File: config.mk
export PLATFORM = sky130hd
export DESIGN_NAME = adc_scan_ctrl
export DESIGN_NICKNAME = d
export VERILOG_FILES = /design/src/rtl/adc_pkg.sv /design/src/rtl/adc_tick_gen.sv /design/src/rtl/adc_scan_ctrl.sv
export SDC_FILE = /design/constraint.sdc
export NUM_CORES = 1
export LEC_CHECK = 0
export ABC_AREA = 1
export BUFFER_PORTS_ARGS = -buffer_cell sky130_fd_sc_hd__buf_2
export CELL_PAD_IN_SITES_DETAIL_PLACEMENT = 1
export CELL_PAD_IN_SITES_GLOBAL_PLACEMENT = 2
export CORE_MARGIN = 4
export CORE_UTILIZATION = 38
export CTS_BUF_LIST = sky130_fd_sc_hd__clkbuf_8
export DETAILED_ROUTE_END_ITERATION = 8
export PLACE_DENSITY = 0.95
export SLEW_MARGIN = 10
export SYNTH_ARGS = -nofsm -noshare
export SYNTH_HDL_FRONTEND = slang
export SYNTH_HIERARCHICAL = 1
export SYNTH_SLANG_ARGS = --single-unit
File: constraint.sdc
create_clock -name clk48mhz -period 2.8 [get_ports clk48mhz]
set_clock_uncertainty 0.1 [all_clocks]
set_input_delay 0.14 -clock clk48mhz [delete_from_list [all_inputs] [get_ports clk48mhz]]
set_output_delay 0.14 -clock clk48mhz [all_outputs]
set_load 0.005 [all_outputs]
File: src/rtl/adc_pkg.sv
// adc_pkg: shared types and constants for the printhead temperature ADC scheduler.
//   state_e  - scan FSM state encoding
//   CH_PH/HS - adc_chsel encodings
//   ADC_W    - raw conversion width, VAL_W - published result width
//   sat_add  - saturating VAL_W-bit adder used for the hysteresis threshold
package adc_pkg;

  localparam int unsigned ADC_W = 12;
  localparam int unsigned VAL_W = 16;

  localparam logic CH_PH = 1'b0;
  localparam logic CH_HS = 1'b1;

  typedef enum logic [2:0] {
    IDLE    = 3'd0,
    SETTLE  = 3'd1,
    START   = 3'd2,
    WAIT    = 3'd3,
    PUBLISH = 3'd4
  } state_e;

  // a + b clamped to all-ones on carry out
  function automatic logic [VAL_W-1:0] sat_add(input logic [VAL_W-1:0] a,
                                               input logic [VAL_W-1:0] b);
    logic [VAL_W:0] sum;
    sum = {1'b0, a} + {1'b0, b};
    return sum[VAL_W] ? {VAL_W{1'b1}} : sum[VAL_W-1:0];
  endfunction

endpackage

File: src/rtl/adc_tick_gen.sv
// adc_tick_gen: free-running scan-rate divider.
//   clk48mhz - clock
//   rstn     - async active-low reset
//   tick     - registered one-cycle pulse, once every SAMPLE_DIV cycles
module adc_tick_gen #(
  parameter int unsigned SAMPLE_DIV = 48000
) (
  input  logic clk48mhz,
  input  logic rstn,
  output logic tick
);

  localparam int unsigned CNT_W = (SAMPLE_DIV > 1) ? $clog2(SAMPLE_DIV) : 1;

  logic [CNT_W-1:0] cnt;
  logic             wrap_c;

  assign wrap_c = (cnt == CNT_W'(SAMPLE_DIV - 1));

  // counter 0..SAMPLE_DIV-1, tick follows the wrap by one register stage
  always_ff @(posedge clk48mhz or negedge rstn) begin
    if (!rstn) begin
      cnt  <= '0;
      tick <= 1'b0;
    end else begin
      cnt  <= wrap_c ? '0 : cnt + CNT_W'(1);
      tick <= wrap_c;
    end
  end

endmodule

File: src/rtl/adc_scan_ctrl.sv
// adc_scan_ctrl: conversion scheduler for the printhead temperature ADC.
// Paces conversions from the scan tick, alternates printhead/heatsink rounds,
// sequences the SPI shifter, averages 2**AVG_LOG2 samples per round and
// maintains the hysteretic heater-demand flag.
//   clk48mhz, rstn            - clock, async active-low reset
//   enable                    - scan enable (sampled in IDLE only)
//   err_clr                   - clears timeout_err / overrun_err
//   conv_start                - one-cycle start pulse to the shifter
//   conv_done, conv_data      - shifter completion pulse and raw code
//   adc_chsel                 - 0 printhead, 1 heatsink
//   adc_value, adc_hs_value   - printhead / heatsink averages
//   ph_valid, hs_valid        - one-cycle update strobes
//   adc_setpoint, below       - printhead threshold and heater demand
//   timeout_err, overrun_err  - sticky error flags
module adc_scan_ctrl
  import adc_pkg::*;
#(
  parameter int unsigned SAMPLE_DIV  = 48000,
  parameter int unsigned AVG_LOG2    = 2,
  parameter int unsigned SETTLE_CYC  = 96,
  parameter int unsigned TIMEOUT_CYC = 1024,
  parameter int unsigned HS_EVERY    = 8,
  parameter int unsigned HYST        = 16
) (
  input  logic             clk48mhz,
  input  logic             rstn,
  input  logic             enable,
  input  logic             err_clr,
  output logic             conv_start,
  input  logic             conv_done,
  input  logic [ADC_W-1:0] conv_data,
  output logic             adc_chsel,
  output logic [VAL_W-1:0] adc_value,
  output logic [VAL_W-1:0] adc_hs_value,
  output logic             ph_valid,
  output logic             hs_valid,
  input  logic [VAL_W-1:0] adc_setpoint,
  output logic             below,
  output logic             timeout_err,
  output logic             overrun_err
);

  localparam int unsigned ACC_W   = ADC_W + AVG_LOG2;
  localparam int unsigned NSAMP   = 1 << AVG_LOG2;
  localparam int unsigned NS_W    = AVG_LOG2 + 1;
  localparam int unsigned SET_W   = (SETTLE_CYC > 1) ? $clog2(SETTLE_CYC) : 1;
  localparam int unsigned TO_W    = (TIMEOUT_CYC > 1) ? $clog2(TIMEOUT_CYC) : 1;
  localparam int unsigned RND_W   = (HS_EVERY > 1) ? $clog2(HS_EVERY) : 1;

  state_e state, state_d;

  logic             tick;
  logic [RND_W-1:0] round_cnt;
  logic [SET_W-1:0] set_cnt;
  logic [TO_W-1:0]  to_cnt;
  logic [ACC_W-1:0] acc;
  logic [NS_W-1:0]  nsamp;

  logic             ch_next_c;
  logic             round_last_c;
  logic             last_sample_c;
  logic             to_expire_c;
  logic             settle_done_c;
  logic [VAL_W-1:0] avg_c;
  logic [VAL_W-1:0] thr_c;

  logic             round_adv_c;
  logic             chsel_ld_c;
  logic             start_c;
  logic             acc_add_c;
  logic             acc_clr_c;
  logic             publish_c;
  logic             timeout_set_c;
  logic             overrun_set_c;

  adc_tick_gen #(
    .SAMPLE_DIV (SAMPLE_DIV)
  ) u_tick (
    .clk48mhz (clk48mhz),
    .rstn     (rstn),
    .tick     (tick)
  );

  // round decode, termination conditions and result arithmetic
  assign round_last_c  = (round_cnt == RND_W'(HS_EVERY - 1));
  assign ch_next_c     = round_last_c ? CH_HS : CH_PH;
  assign last_sample_c = (nsamp == NS_W'(NSAMP - 1));
  assign to_expire_c   = (to_cnt == TO_W'(TIMEOUT_CYC - 1));
  assign settle_done_c = (set_cnt == SET_W'(SETTLE_CYC - 1));
  assign avg_c         = VAL_W'(acc >> AVG_LOG2);
  assign thr_c         = sat_add(adc_setpoint, VAL_W'(HYST));

  // state register
  always_ff @(posedge clk48mhz or negedge rstn) begin
    if (!rstn) begin
      state <= IDLE;
    end else begin
      state <= state_d;
    end
  end

  // next-state logic; conv_done takes priority over a coincident timeout
  always_comb begin
    state_d = state;
    unique case (state)
      IDLE: begin
        if (tick && enable) begin
          state_d = (ch_next_c != adc_chsel) ? SETTLE : START;
        end
      end
      SETTLE: begin
        if (settle_done_c) begin
          state_d = START;
        end
      end
      START: begin
        state_d = WAIT;
      end
      WAIT: begin
        if (conv_done) begin
          state_d = last_sample_c ? PUBLISH : START;
        end else if (to_expire_c) begin
          state_d = IDLE;
        end
      end
      PUBLISH: begin
        state_d = IDLE;
      end
      default: begin
        state_d = IDLE;
      end
    endcase
  end

  // per-state control strobes for the datapath
  always_comb begin
    round_adv_c   = 1'b0;
    chsel_ld_c    = 1'b0;
    start_c       = 1'b0;
    acc_add_c     = 1'b0;
    acc_clr_c     = 1'b0;
    publish_c     = 1'b0;
    timeout_set_c = 1'b0;
    overrun_set_c = tick && (state != IDLE);
    unique case (state)
      IDLE: begin
        if (tick && enable) begin
          round_adv_c = 1'b1;
          chsel_ld_c  = (ch_next_c != adc_chsel);
        end
      end
      SETTLE: begin
      end
      START: begin
        start_c = 1'b1;
      end
      WAIT: begin
        if (conv_done) begin
          acc_add_c = 1'b1;
        end else if (to_expire_c) begin
          timeout_set_c = 1'b1;
          acc_clr_c     = 1'b1;
        end
      end
      PUBLISH: begin
        publish_c = 1'b1;
        acc_clr_c = 1'b1;
      end
      default: begin
      end
    endcase
  end

  // round counter, channel select and phase counters
  always_ff @(posedge clk48mhz or negedge rstn) begin
    if (!rstn) begin
      round_cnt <= '0;
      adc_chsel <= CH_PH;
      set_cnt   <= '0;
      to_cnt    <= '0;
    end else begin
      if (round_adv_c) begin
        round_cnt <= round_last_c ? '0 : round_cnt + RND_W'(1);
      end
      if (chsel_ld_c) begin
        adc_chsel <= ch_next_c;
      end
      // both counters only run in their own state, so START restarts the timeout
      set_cnt <= (state == SETTLE) ? set_cnt + SET_W'(1) : '0;
      to_cnt  <= (state == WAIT)   ? to_cnt + TO_W'(1)   : '0;
    end
  end

  // sample accumulator
  always_ff @(posedge clk48mhz or negedge rstn) begin
    if (!rstn) begin
      acc   <= '0;
      nsamp <= '0;
    end else if (acc_add_c) begin
      acc   <= acc + ACC_W'(conv_data);
      nsamp <= nsamp + NS_W'(1);
    end else if (acc_clr_c) begin
      acc   <= '0;
      nsamp <= '0;
    end
  end

  // start pulse, published results, heater demand and sticky flags
  always_ff @(posedge clk48mhz or negedge rstn) begin
    if (!rstn) begin
      conv_start   <= 1'b0;
      adc_value    <= '0;
      adc_hs_value <= '0;
      ph_valid     <= 1'b0;
      hs_valid     <= 1'b0;
      below        <= 1'b0;
      timeout_err  <= 1'b0;
      overrun_err  <= 1'b0;
    end else begin
      conv_start <= start_c;
      ph_valid   <= publish_c && (adc_chsel == CH_PH);
      hs_valid   <= publish_c && (adc_chsel == CH_HS);
      if (publish_c && (adc_chsel == CH_PH)) begin
        adc_value <= avg_c;
        if (avg_c < adc_setpoint) begin
          below <= 1'b1;
        end else if (avg_c >= thr_c) begin
          below <= 1'b0;
        end
      end
      if (publish_c && (adc_chsel == CH_HS)) begin
        adc_hs_value <= avg_c;
      end
      // a new error in the same cycle as err_clr keeps the flag set
      timeout_err <= timeout_set_c | (timeout_err & ~err_clr);
      overrun_err <= overrun_set_c | (overrun_err & ~err_clr);
    end
  end

endmodule

Word level (Yosys, flattened, before mapping)
Index checks and enable logic that the tools add are counted.
Storage, ports and cells
  output and inout port bits: 39
  bits in registers: 88
Operators by class
  $add $sub $neg: 7
  multiplexer cells: 31
  bitwise logic cells: 6
  equal/unequal tests: 13
  order comparisons: 2
  reductions and logical operators: 10
Operators by type and width (count)
  $mux 16: 2
  $mux 14: 2
  $mux 3: 8
  $add 16x5->17 const B: 1
  $add 16x1->16 const B: 1
  $eq 16x16->1 const B: 1
  $ge 12x16->1: 1
  $lt 12x16->1: 1
  $add 14x12->14: 1
  $mux 1: 14
  $pmux 3 s4: 1
  $add 10x1->10 const B: 1
  $eq 10x10->1 const B: 1
  $mux 10: 1
  $eq 3x2->1 const B: 3
  $add 7x1->7 const B: 1
  $eq 7x7->1 const B: 1
  $mux 7: 1
  $add 3x1->3 const B: 2
  $eq 3x3->1 const B: 2
  $logic_and 1x1->1: 4
  $ne 2x2->1 const B: 2
  $reduce_bool 2->1: 2
  $eq 3x1->1 const B: 1
  11 further kinds: 14

Longest topological paths before layout
  depth after elaboration: 6
  depth in mapped cells: 20

Hierarchy
The synthesis kept the hierarchy.
Modules (own cells, without submodules)
  adc_scan_ctrl: instances 1, cells an instance 560, area an instance 4515.6 µm², sequential area each 1776.7 µm²
  adc_tick_gen: instances 1, cells an instance 125, area an instance 919.6 µm², sequential area each 425.4 µm²

Worst setup path before layout
OpenSTA, ideal clock, no wires.
  path kind: input to register
  start point: in adc_setpoint[4]
  end point: reg below
  slack: 0.620 ns
  cell stages on the path: 19
  buffers on the path: 0
  library setup time: 0.116 ns
  data arrival time: 1.963 ns
  path through: ha_1 nand2_1 nor2_1 nand2_1 nor2_1 inv_1 o21ai_0 inv_1 ha_1 nand2_1 nor2_1 and2_1 nor2_1 nand3_1 nand2_1 nand2_1 nand2_1 nand2_1 nand2_1
On the way
  word-level cells in the longest chain between the ends: 5
  elaborated cells on any way between the ends: 7
Ends and longest elaborated chain
  from (decl): RTL line adc_scan_ctrl.sv:37  | input logic [VAL_W-1:0] adc_setpoint,
  $add 16x5->17: RTL line adc_pkg.sv:26  | sum = {1'b0, a} + {1'b0, b};
  $mux 16: RTL line adc_pkg.sv:27  | return sum[VAL_W] ? {VAL_W{1'b1}} : sum[VAL_W-1:0];
  $ge 12x16->1: RTL line adc_scan_ctrl.sv:227  | end else if (avg_c >= thr_c) begin
  $reduce_bool 2->1 (no source line)
  $reduce_and 2->1 (no source line)
  to (signal assigned): RTL line adc_scan_ctrl.sv:216  | below <= 1'b0;
  to (signal assigned): RTL line adc_scan_ctrl.sv:226  | below <= 1'b1;
  to (signal assigned): RTL line adc_scan_ctrl.sv:228  | below <= 1'b0;
  to (decl): RTL line adc_scan_ctrl.sv:38  | output logic below,
Several ways; a longest one is shown, not always the timed one.
A chain may end at the register's enable or synchronous reset.

Worst setup path in the final report
  start point: in adc_setpoint[5]
  end point: reg below
The elaborated chain is that of the path after synthesis.

==> results.toml <==
[status]
status = "finished, final reports clean"

[synthesis]
ys_types = 43
synth_compound_area_frac = 0.0704
synthMuxAreaShare = 0.0456
yosysWarnings = 6
seq_area_frac_synth = 0.405
yosys.area_share.simple = 0.273
synth-adder-area-share = 0.103
postSynthCellCount = 685
ys_ff_latch = 88
synth_area_mm2 = 0.00544
syn_avg_cell_area_um2 = 7.93
synth_xor_area_frac = 0.0193
synth_top_family_by_area = "simple AND/OR/NAND/NOR gates"

[clock_tree]
clock-sinks = 88
cts_tree = "yes"
cts_hold_buf = 4
insertion_delay_ns = 0.38
cts_made_buffers = 9
cts-root-buf = "clkbuf_8"
clkSlewWorstSetupHoldPaths_ns = 0.09
h-tree-depth = 3
clockBufferDepth = 2
cts_resized = 0
cts_setup_buffers = 0

[power_and_ir_drop]
power_density_mw_per_mm2 = 380
p_sw_frac = 0.251
peakVddDrop_mv = 0.169
pwr-share-comb = 0.069
cellInternalPower_uw = 1760
switching_power_uw = 590
seqPwrFrac = 0.541
p_clk_frac = 0.390
p_leak_uw = 0.00344

[timing]
finalCritPeriodShare = 0.790
worst_slew_pin_slew_ns = 0.560
fmax_ghz = 0.452
rsz0062_at_grt = "no"
drv_slew = 0
max-slew-margin-rel = 0.626
setup_violations = 0
hold_violations = 0
fin_crit_ns = 2.21
finalSetupTns_ns = 0

[grt]
grt_antenna_before_repair = 0
grt_pass1_vias = 5280
grt_pass1_wl_um = 24300
grt_overflow = 0
grt_start_max_net_pins = 48
grtUsageTotal = 0.186

[die]
core_area_mm2 = 0.0139
rows = 43
start_util = 0.390
dieHeight_um = 128
die_w_um = 128
die-area_mm2 = 0.0163
boundaryPins = 72

[layout]
multi_input_area_mm2 = 0.00281
regArea_mm2 = 0.00220
layout_common_cells = "182 x nand2_1, 93 x inv_1, 88 x dfrtp_1, 71 x nor2_1, 62 x buf_2"
fin_area_mm2 = 0.00618
drive_gt1_frac = 0.160
n_fill_cell = 1736
final_common_cell = "nand2_1"
final_nets = 837
diodes = 0
synthToLayoutAreaGrowth_pct = 13.7

[job]
drv_cap = 0

[detailed_routing]
ant_nets = 0
wl_per_cell_um = 15.1
drt_iter0_drc = 128
first_pass_iters = 4
wirelength_um = 14300
drc_errors = 0
vias = 4748
viasPerCell = 5.03

[worst_hold_path]
hold_path_class = "input port to register"

[setup_path]
cp_cell_sequence = "buf_2, ha_1, nand2_1, nor2_1, nand2_1, nor2_1, inv_1, o21ai_0, inv_1, ha_1, nand2_1, nor2_1, and2_1, nor2_1, nand3_1, nand2_1, nand2_1, nand2_1, nand2_1, nand2_1"
worstPathRequired_ns = 2.97
start_kind = "input port"
worstPathArrival_ns = 2.38
cpMaxStageDelayCell = "ha_1"
cp_num_buf_inv = 3
cp_top_family = "simple AND/OR/NAND/NOR gates"
crit_path_max_fanout = 8
cp-end-kind = "register"
path_common_cell = "nand2_1"
cpPeakStageDelay_ns = 0.28
critical_path_class = "input port to register"

[place]
place_congestion = 0.822
hpwl_um = 11200
port_buffers = 63
placed_area_mm2 = 0.00594
[power by group through the flow]
| stage | clock network (uW) | logic [uW] | registers (uW) |
|---|---|---|---|
| 3_5_place_dp | 0 | 161 | 1290 |
| 2_1_floorplan | 0 | 81.8 | 1300 |
| 5_1_grt | 1010 | 189 | 1270 |
| 4_1_cts | 958 | 166 | 1270 |
| 3_3_place_gp | 0 | 151 | 1290 |
| 6_report | 916 | 162 | 1270 |
[registers in the layout, indices dropped and copies added, names as in the netlist, 3 cells and up]
register and flops:
u_tick/cnt 16, state 3, to_cnt 10, adc_value 12, acc 14, nsamp 3
round_cnt 3, set_cnt 7, adc_hs_value 12
[per-layer routing]
metal / up-vias / track usage / routed length (um)
li1: 2333 / - / -
met1: 2333 / 0.212 / 5970
met2: 60 / 0.342 / 7500
met3: 22 / 0.0318 / 472
met4: 0 / 0.0755 / 321
met5: - / 0 / 0
[stage by stage]
| step | hold WS [ns] | util | instances | setup WS, ns | power, uW |
|---|---|---|---|---|---|
| 6_report | 0.0777 | 0.443 | 944 | 0.587 | 2350 |
| 5_1_grt | 0.0846 | 0.443 | 944 | 0.259 | 2470 |
| 4_1_cts | 0.0571 | 0.443 | 944 | 0.589 | 2390 |
| 3_5_place_dp | 0.0758 | 0.426 | 925 | 0.206 | 1460 |
| 3_3_place_gp | 0.0665 | 0.426 | 925 | 0.374 | 1450 |
| 2_1_floorplan | -0.256 | - | 692 | 0.620 | 1380 |
[cell families after synthesis]
family	count (synthesis)
adder cells (fa/ha/maj)	44
flip-flops	88
other	1
AO/OA/AOI/OAI	71
XOR/XNOR	12
buffers and inverters	108
AND/OR/NAND/NOR	339
multiplexers	22
[area by class of cell]
type,count,area share
clock buffers,10,0.0223
clock inverters,5,0.00952
inverters,96,0.0583
multi-input cells,496,0.455
flip-flops and latches,88,0.356
well taps,180,0.0365
repair buffers,69,0.0624
[tightest hold or removal path: cells and delay by family]
family                 cells  cell delay [ns]
AND/OR/NAND/NOR            4             0.28
buffers and inverters      1             0.10
[synth_stat cells (all sizes together)]
cell / count / share of area
inv: 96 / 0.066
o22ai: 2 / 0.0023
a21oi: 33 / 0.030
mux2: 22 / 0.046
nand2: 185 / 0.13
conb: 1 / 0.00069
o211ai: 1 / 0.0014
nand4: 10 / 0.013
buf: 12 / 0.017
xor2: 7 / 0.011
nor2: 81 / 0.066
a21boi: 1 / 0.0014
nand3b: 1 / 0.0014
and2: 1 / 0.0012
nor2b: 1 / 0.0012
and3: 1 / 0.0012
fa: 1 / 0.0037
dfrtp: 88 / 0.41
o21a: 4 / 0.0055
o31a: 1 / 0.0016
a31oi: 1 / 0.0012
nand3: 39 / 0.039
ha: 43 / 0.099
xnor2: 5 / 0.0081
nor4: 3 / 0.0035
or2: 2 / 0.0023
nor3: 15 / 0.014
a21o: 1 / 0.0014
o21ai: 26 / 0.024
a211oi: 1 / 0.0014
[path summary, 6_finish.rpt]
kind / start / end / slack [ns] / cells after the start
worst max register to register: acc[0]$_DFFE_PN0P_ / acc[12]$_DFFE_PN0P_ / 0.85 / 12
max in group asynchronous: rstn / state[0]$_DFFE_PN0P_ / 1.76 / 3
worst max-delay path: adc_setpoint[5] / below$_DFFE_PN0P_ / 0.59 / 20
min in group asynchronous: rstn / round_cnt[0]$_DFFE_PN0P_ / 0.19 / 2
worst min register to register: to_cnt[0]$_DFF_PN0_ / to_cnt[0]$_DFF_PN0_ / 0.37 / 1
worst min-delay path: enable / round_cnt[2]$_DFFE_PN0P_ / 0.08 / 5
(Power assumes the default switching activity.)
